## config.mk

```make
export PLATFORM = sky130hd
export DESIGN_NAME = lc_const_stream_rom
export DESIGN_NICKNAME = d
export VERILOG_FILES = /design/src/rtl/lc_const_stream_rom.sv
export SDC_FILE = /design/constraint.sdc
export NUM_CORES = 1
export LEC_CHECK = 0
export CORE_MARGIN = 1.5
export CORE_UTILIZATION = 61
export DETAILED_ROUTE_END_ITERATION = 8
export DONT_BUFFER_PORTS = 1
export PLACE_DENSITY = 0.82
export SYNTH_ARGS = -nofsm -noshare
export SYNTH_HDL_FRONTEND = slang
export SYNTH_SLANG_ARGS = --single-unit
```

## constraint.sdc

```tcl
create_clock -name clk -period 1.85 [get_ports clk]
set_input_delay 0.2775 -clock clk [delete_from_list [all_inputs] [get_ports clk]]
set_output_delay 0.2775 -clock clk [all_outputs]
set_load 0.1 [all_outputs]
```

## src/rtl/lc_const_stream_rom.sv

```systemverilog
// Read-only lifecycle constant store. A single request over a valid/ready address
// channel streams one WIDTH-bit entry out as BUS_W-wide beats, LSB chunk first.
module lc_const_stream_rom #(
   parameter int                      WIDTH     = 256,
   parameter int                      LENGTH    = 6,
   parameter int                      BUS_W     = 32,
   parameter logic [LENGTH*WIDTH-1:0] INIT      = '0,
   parameter logic [LENGTH-1:0]       LOCK_MASK = '0,
   localparam int                     ADDR_W    = (LENGTH > 1) ? $clog2(LENGTH) : 1
) (
   input  logic              clk,
   input  logic              rst,
   input  logic              req_valid,
   output logic              req_ready,
   input  logic [ADDR_W-1:0] req_addr,
   input  logic              unlock,
   input  logic              kill,
   output logic              out_valid,
   input  logic              out_ready,
   output logic [BUS_W-1:0]  out_data,
   output logic              out_last,
   output logic              out_err,
   output logic              busy,
   output logic              killed
);

   localparam int BEATS = WIDTH / BUS_W;
   localparam int CNT_W = (BEATS > 1) ? $clog2(BEATS) : 1;

   typedef enum logic [1:0] {IDLE, STREAM, ERRBEAT} state_t;

   state_t             state_q, state_d;
   logic [ADDR_W-1:0]  addr_q, addr_d;
   logic [CNT_W-1:0]   cnt_q, cnt_d;
   logic               out_valid_q, out_valid_d;
   logic [BUS_W-1:0]   out_data_q, out_data_d;
   logic               out_last_q, out_last_d;
   logic               out_err_q, out_err_d;
   logic               busy_q, busy_d;
   logic               killed_q, killed_d;
   logic               req_ready_q, req_ready_d;

   logic accept, beat_xfer, addr_oob, locked, bad_req;

   // Out-of-range indices return zero so the lookup is total.
   function automatic logic [BUS_W-1:0] rom_beat(input logic [ADDR_W-1:0] a,
                                                 input logic [CNT_W-1:0]  k);
      rom_beat = '0;
      for (int i = 0; i < LENGTH; i++) begin
         if (int'(a) == i) rom_beat = INIT[i*WIDTH + int'(k)*BUS_W +: BUS_W];
      end
   endfunction

   always_comb begin
      locked = 1'b0;
      for (int i = 0; i < LENGTH; i++) begin
         if (int'(req_addr) == i) locked = LOCK_MASK[i];
      end
   end

   assign addr_oob  = int'(req_addr) >= LENGTH;
   assign accept    = req_valid & req_ready_q;
   assign beat_xfer = out_valid_q & out_ready;
   assign bad_req   = addr_oob | killed_q | kill | (locked & ~unlock);

   always_comb begin
      state_d     = state_q;
      addr_d      = addr_q;
      cnt_d       = cnt_q;
      out_valid_d = out_valid_q;
      out_data_d  = out_data_q;
      out_last_d  = out_last_q;
      out_err_d   = out_err_q;
      killed_d    = killed_q | kill;

      case (state_q)
         IDLE: begin
            if (accept) begin
               addr_d      = req_addr;
               cnt_d       = '0;
               out_valid_d = 1'b1;
               if (bad_req) begin
                  state_d    = ERRBEAT;
                  out_data_d = '0;
                  out_err_d  = 1'b1;
                  out_last_d = 1'b1;
               end else begin
                  state_d    = STREAM;
                  out_data_d = rom_beat(req_addr, '0);
                  out_err_d  = 1'b0;
                  out_last_d = (BEATS == 1);
               end
            end
         end
         STREAM: begin
            if (beat_xfer) begin
               if (out_last_q) begin
                  state_d     = IDLE;
                  out_valid_d = 1'b0;
                  out_data_d  = '0;
                  out_last_d  = 1'b0;
                  out_err_d   = 1'b0;
               end else begin
                  // A kill keeps the beat count but blanks every beat still to come.
                  cnt_d      = cnt_q + 1'b1;
                  out_err_d  = killed_d;
                  out_data_d = killed_d ? '0 : rom_beat(addr_q, cnt_d);
                  out_last_d = (int'(cnt_d) == BEATS - 1);
               end
            end
         end
         ERRBEAT: begin
            if (beat_xfer) begin
               state_d     = IDLE;
               out_valid_d = 1'b0;
               out_data_d  = '0;
               out_last_d  = 1'b0;
               out_err_d   = 1'b0;
            end
         end
         default: state_d = IDLE;
      endcase

      req_ready_d = (state_d == IDLE);
      busy_d      = (state_d != IDLE);
   end

   always_ff @(posedge clk) begin
      if (rst) begin
         state_q     <= IDLE;
         addr_q      <= '0;
         cnt_q       <= '0;
         out_valid_q <= 1'b0;
         out_data_q  <= '0;
         out_last_q  <= 1'b0;
         out_err_q   <= 1'b0;
         busy_q      <= 1'b0;
         killed_q    <= 1'b0;
         req_ready_q <= 1'b0;
      end else begin
         state_q     <= state_d;
         addr_q      <= addr_d;
         cnt_q       <= cnt_d;
         out_valid_q <= out_valid_d;
         out_data_q  <= out_data_d;
         out_last_q  <= out_last_d;
         out_err_q   <= out_err_d;
         busy_q      <= busy_d;
         killed_q    <= killed_d;
         req_ready_q <= req_ready_d;
      end
   end

   assign req_ready = req_ready_q;
   assign out_valid = out_valid_q;
   assign out_data  = out_data_q;
   assign out_last  = out_last_q;
   assign out_err   = out_err_q;
   assign busy      = busy_q;
   assign killed    = killed_q;

endmodule

```

* Word-level counts from Yosys, hierarchy flattened
Cells that the tools add are included.
** Word-level totals
- Register bits after elaboration :: 46
- Bits of input ports :: 9
- Output and inout port bits :: 38
- Word-level logic and storage cells :: 86
** Operators by class
- Add/subtract/negate cells :: 6
- Magnitude comparators :: 1
- Equal/unequal tests :: 13
- Shift-type cells :: 6
- Multiplexer cells :: 35
- Bitwise operators :: 5
- Reduce and logical (&&, ||, !) cells :: 10
** Operators with widths (count)
- $shiftx 1536x12->32 const A :: 2
- $shiftx 1536x13->32 const A :: 2
- $shiftx 1536x11->32 const A :: 1
- $shiftx 1536x9->32 const A :: 1
- $mux 32 :: 11
- $pmux 32 s3 :: 1
- $add 11x8->12 const A :: 2
- $add 10x8->11 const A :: 2
- $eq 3x3->1 const B :: 4
- $add 9x8->10 const A :: 1
- $mux 1 :: 10
- $mux 2 :: 5
- $ne 2x2->1 const B :: 5
- $mux 3 :: 3
- $pmux 1 s3 :: 3
- $reduce_and 4->1 :: 2
- $pmux 2 s3 :: 1
- $pmux 3 s2 :: 1
- $reduce_and 5->1 :: 1
- $logic_not 2->1 :: 2
- $reduce_bool 2->1 :: 2
- $add 3x1->3 const B :: 1
- $eq 3x1->1 const B :: 1
- $eq 3x2->1 const B :: 1
- 8 further kinds :: 11

* Logic depth before layout (Yosys ltp)
- Depth in word-level cells :: 12
- Mapped depth :: 6
- Depth with buffers taken out :: 6

* Least setup slack after synthesis
No wires, ideal clock.
- Kind :: register -> register
- Start point :: reg req_ready_q, in the netlist req_ready
- End point :: reg state_q[0]
- Setup time :: 0.128 ns
- Arrival time :: 1.768 ns
- Required time :: 1.722 ns
- Slack :: -0.046 ns
- Cell stages (with the launch flop) :: 5
- Buffers on the path :: 0
- Clock period less this slack :: 1.896 ns
- Cells stage by stage :: dfxtp_1 -> nand2_1 -> mux2_1 -> a22oi_1 -> nor3_1
** Between the ends
- Longest elaborated chain between the ends :: 3
** Ends and longest elaborated chain
- from (decl) :: line 41 : logic req_ready_q, req_ready_d;
- from (signal assigned) :: line 150 : req_ready_q <= req_ready_d;
- $and 1x1->1 :: line 62 : assign accept = req_valid & req_ready_q;
- $mux 2 :: line 78 : if (accept) begin
- $pmux 2 s3 :: line 76 : case (state_q)
- to (signal assigned) :: line 141 : state_q <= state_d;
- to (decl) :: line 32 : state_t state_q, state_d;
No other way between the ends.
A chain may end at the register's enable or synchronous reset.

* Worst setup path after layout
- Start point :: reg state_q[1]
- End point :: reg out_last_q, in the netlist out_last
** Between the ends
- Longest elaborated chain between the ends :: 3
- Elaborated cells between the ends (all ways) :: 9
** Ends and longest elaborated chain
- $eq 2x2->1, or another cell as far along :: line 76
- $ne 2x2->1 (no line) or $reduce_bool 3->1 (tied branches)
- $reduce_and 4->1 (no line)
- to (signal assigned) :: line 146 : out_last_q <= out_last_d;
- to (decl) :: line 37 : logic out_last_q, out_last_d;
Parallel ways exist; a longest one is shown, timed or not.

==> run summary <==
The flow ran to the end, and the final reports show no timing, DRC or antenna violations. The fill cell instance count of the final layout came out at 117. The starting density of the core came out at 67.7%. The post-placement cell count is 124. TritonCTS created 3 clock buffers.

Relative to the synthesized area, the layout overhead comes to -2.60%. The source-to-sink clock delay at the later pin of the worst-skew pair came out at 0.27 ns. The power share of the combinational group came out at 57.2%. The die extent in x came out at 41.7 microns. For this design, the sink count on the clock tree is 11. The max-slew violation count is 0. For this run, global-route usage on met1 was measured as 22.0%. The number of H-tree levels is 1. The number of warnings issued by yosys is 0. The final total negative setup slack is 0 ns. The number of distinct library cells after synthesis is 36. In the final routed layout, each cell accounts on average for 11.9 microns.

The synthesized design contains 11 register bits. The internal reg-to-reg setup slack came out at 0.19 ns. The largest vdd supply drop is 0.781 mV. Summed over all layers, the routed wires come to 1520 microns. The cell area after synthesis came out at 915 sq um. The number of instances in the synthesized netlist came out at 104. The number of antenna violations at the first check in global routing came out at 0.

The detailed router finished its first iteration with 5 violations. The initialized floorplan defines 13 standard-cell rows. The total DRC errors in the routed layout is 0. The number of endpoints with negative hold slack in the final report is 0. The relative slew slack came out at 65.4%. A synthesized cell averages 8.79 sq um. The smallest clock period supported by the final layout is computed as 1.66 ns. Registers are responsible for 27.2% of the overall power.

The worst hold path begins at rst. For met2 alone, demand over resource in global routing was 30.0%. The CTS tree is built. For the worst flop-to-flop path, the logic depth is 6.

Sequential elements use 24.1% of the synthesized area. Entering global routing, the biggest net connects 10 pins. The internal portion of total power is 0.433 mW. The maximum clock frequency came out at 603 MHz. Setup repair after global routing left no endpoint under its margin. The clock share of power is 15.6%.

Net switching is 59.2% of the power. met2 is the most crowded layer. The detailed-route vias per instance is 4.94. The first-pass GRT wire length is 2480 microns. The detailed router placed 632 vias in this run. The longest clock path from root to sink contains 2 buffers. In the finished design, the share of the clock period the worst path needs comes to 89.6%. The antenna violation net count after detailed routing came out at 0.

For hold timing, the worst endpoint is killed. The area inside the core boundary is 1350 sq um. The register clock-pin slew on the reported worst setup and hold paths came out at 0.07 ns. The share of layout cells above drive strength 1 is 18.6%. The worst setup skew after layout came out at 0.00583 ns. The final weighted congestion of routability-driven global placement came out at 0.854. Registers take 223 sq um. The total global routing track utilization is 18.3%. The met3 routing resource usage after global routing is 7.39%. The data arrival time of the critical path is 1.83 ns. The switching power is 0.627 mW.

The slew of the pin with the lowest slew margin is 0.516 ns. The repair_antennas step left the layout with diodes totalling 0. Along the worst hold path, the cell count comes to 1. The count of placed standard cells in the final layout, fillers left out is 128. Pin placement for this block handled 47 I/O pins. The type of the worst setup path is reg -> reg.

The type of origin of the critical path is a register. Along the worst path, the maximum fanout reaches 7. The area occupied by multi-input gates is 554 sq um.

The start of the worst register-to-register path is state_q[1]. The y dimension of the die is 41.7 microns. The number of maximum-capacitance violations came out at 0. The leakage power summed over all cells is 0.439 nW. During placement, the flow inserted port buffers numbering 0.

Setup violations remaining at the end of the flow were counted as 0. The number of global-route vias before repair is 576. In this run the worst hold path is classified as in -> reg. The setup fix buffers added after clock tree synthesis is 0.

The total power per unit cell area is 1190 nW/um^2. The pre-antenna-repair detailed-routing pass consisted of 4 iterations. The nature of the critical path endpoint is a register. At the end of the flow, the number of nets in the layout was 129.

The total overflow left after global routing is 0. The critical path data required time is 2.02 ns. The floorplan step defined a die boundary enclosing 1740 sq um. The worst register-to-register path ends at out_last. The cell sitting at the root of the clock tree is a sky130_fd_sc_hd__clkbuf_4.

The total half-perimeter wirelength after legalization and detailed placement is 1230 microns.
==> metrics by stage <==
step / total power, mW / hold slack (ns) / setup WS (ns) / area [sq um] / util (%)
2_1_floorplan: 0.892 / 0.403 / 0.0915 / 1030 / -
3_5_place_dp: 0.897 / 0.348 / 0.130 / 861 / 63.8
3_3_place_gp: 0.891 / 0.349 / 0.227 / 861 / 63.8
5_1_grt: 1.11 / 0.0474 / 0.0501 / 891 / 66.0
4_1_cts: 1.06 / 0.0592 / 0.119 / 888 / 65.8
6_report: 1.06 / 0.0647 / 0.192 / 891 / 66.0
==> how the worst max path moves through the flow <==
stage                     cells past startpoint       start         end
after CTS                                     6  state_q[1]    out_last
after global routing                          6  state_q[1]   out_valid
after global placement                        6  state_q[1]     out_err
after floorplan                               4      killed  state_q[0]
after detailed placement                      6  state_q[1]    out_last
final                                         6  state_q[1]    out_last
==> routing by layer <==
metal	vias to the layer above	wire, microns
met5	-	0
met4	0	21
met3	2	98
met2	24	748
met1	285	650
li1	321	-
==> cells in the mapped netlist, drive strengths merged <==
master,n,area share (%)
a211oi,3,2.5
a21boi,1,1.2
a21o,1,0.82
a21oi,3,2.1
a22oi,2,1.6
a2bb2oi,1,1.6
a311oi,1,0.96
a31oi,2,1.4
buf,32,26
clkbuf,1,0.41
conb,1,0.41
dfxtp,11,24
ha,6,8.2
inv,4,1.6
mux2,1,1.2
mux2i,1,1.1
nand2,5,2.1
nand2b,2,1.6
nand3,2,1.1
nand4b,2,3.6
nor2,5,2.1
nor2b,1,0.68
nor3,5,3.3
nor4,2,2.1
o211a,2,2.2
o21ai,1,0.55
o221ai,2,1.9
o31a,1,0.96
or2,1,0.68
or2b,1,0.82
xnor2,1,0.96
==> registers in the layout, summed over array words and instances, names as in the netlist <==
| name | flops |
|---|---|
| out_err | 1 |
| cnt_q | 3 |
| killed | 1 |
| req_ready | 1 |
| out_last | 1 |
| busy | 1 |
| state_q | 2 |
| out_valid | 1 |
==> critical path, cell delays in order (launching register included) <==
cell and delay, ns:
sky130_fd_sc_hd__dfxtp_1 0.38, sky130_fd_sc_hd__inv_1 0.10, sky130_fd_sc_hd__ha_2 0.25, sky130_fd_sc_hd__a2bb2oi_2 0.20, sky130_fd_sc_hd__nor3_2 0.28, sky130_fd_sc_hd__o221ai_1 0.19
sky130_fd_sc_hd__o211a_1 0.16
==> layout by cell type, fill, tap and decap left out, types with 2 or more instances in the layout <==
cell type,instances
sky130_fd_sc_hd__ha_1,5
sky130_fd_sc_hd__inv_1,4
sky130_fd_sc_hd__o211a_1,2
sky130_fd_sc_hd__conb_1,32
sky130_fd_sc_hd__a21oi_1,2
sky130_fd_sc_hd__a31oi_1,2
sky130_fd_sc_hd__dfxtp_1,9
sky130_fd_sc_hd__buf_4,7
sky130_fd_sc_hd__nand2_1,5
sky130_fd_sc_hd__o221ai_1,2
sky130_fd_sc_hd__nand3_1,2
sky130_fd_sc_hd__nor2_1,5
sky130_fd_sc_hd__clkbuf_4,3
sky130_fd_sc_hd__dfxtp_2,2
sky130_fd_sc_hd__a211oi_1,3
sky130_fd_sc_hd__nor3_1,4
sky130_fd_sc_hd__a22oi_1,2
==> final cells by class <==
| class | instances | area share, % |
|---|---|---|
| Inverter | 4 | 1.69 |
| Clock buffer | 3 | 2.53 |
| Clock inverter | 1 | 0.562 |
| Sequential cell | 11 | 25.0 |
| Tap cell | 15 | 2.11 |
| Multi-Input combinational cell | 87 | 62.2 |
| Timing Repair Buffer | 7 | 5.90 |
==> cell families after synthesis <==
kind of cell | count (synthesis) | share of synthesized area (%)
AOI/OAI and AO/OA | 20 | 17.8
xor gates and xnor gates | 1 | 0.958
adders and majority gates | 6 | 8.21
buffers and inverters | 37 | 28.3
DFF | 11 | 24.1
muxes | 2 | 2.33
other | 1 | 0.410
and+or+nand+nor | 26 | 17.9
==> repair_timing <==
item,CTS,global route
setup endpoints to repair,0,3
gates resized for setup,0,1
endpoints found under the hold margin,0,0
hold buffers,0,0
==> power by group through the flow <==
stage          clock (mW)  sequential (mW)  combinational, mW
2_1_floorplan           0            0.445              0.447
3_3_place_gp            0            0.293              0.598
3_5_place_dp            0            0.294              0.603
4_1_cts             0.171            0.288              0.604
5_1_grt             0.187            0.294              0.626
6_report            0.166            0.289              0.606
(Power assumes the default switching activity.)
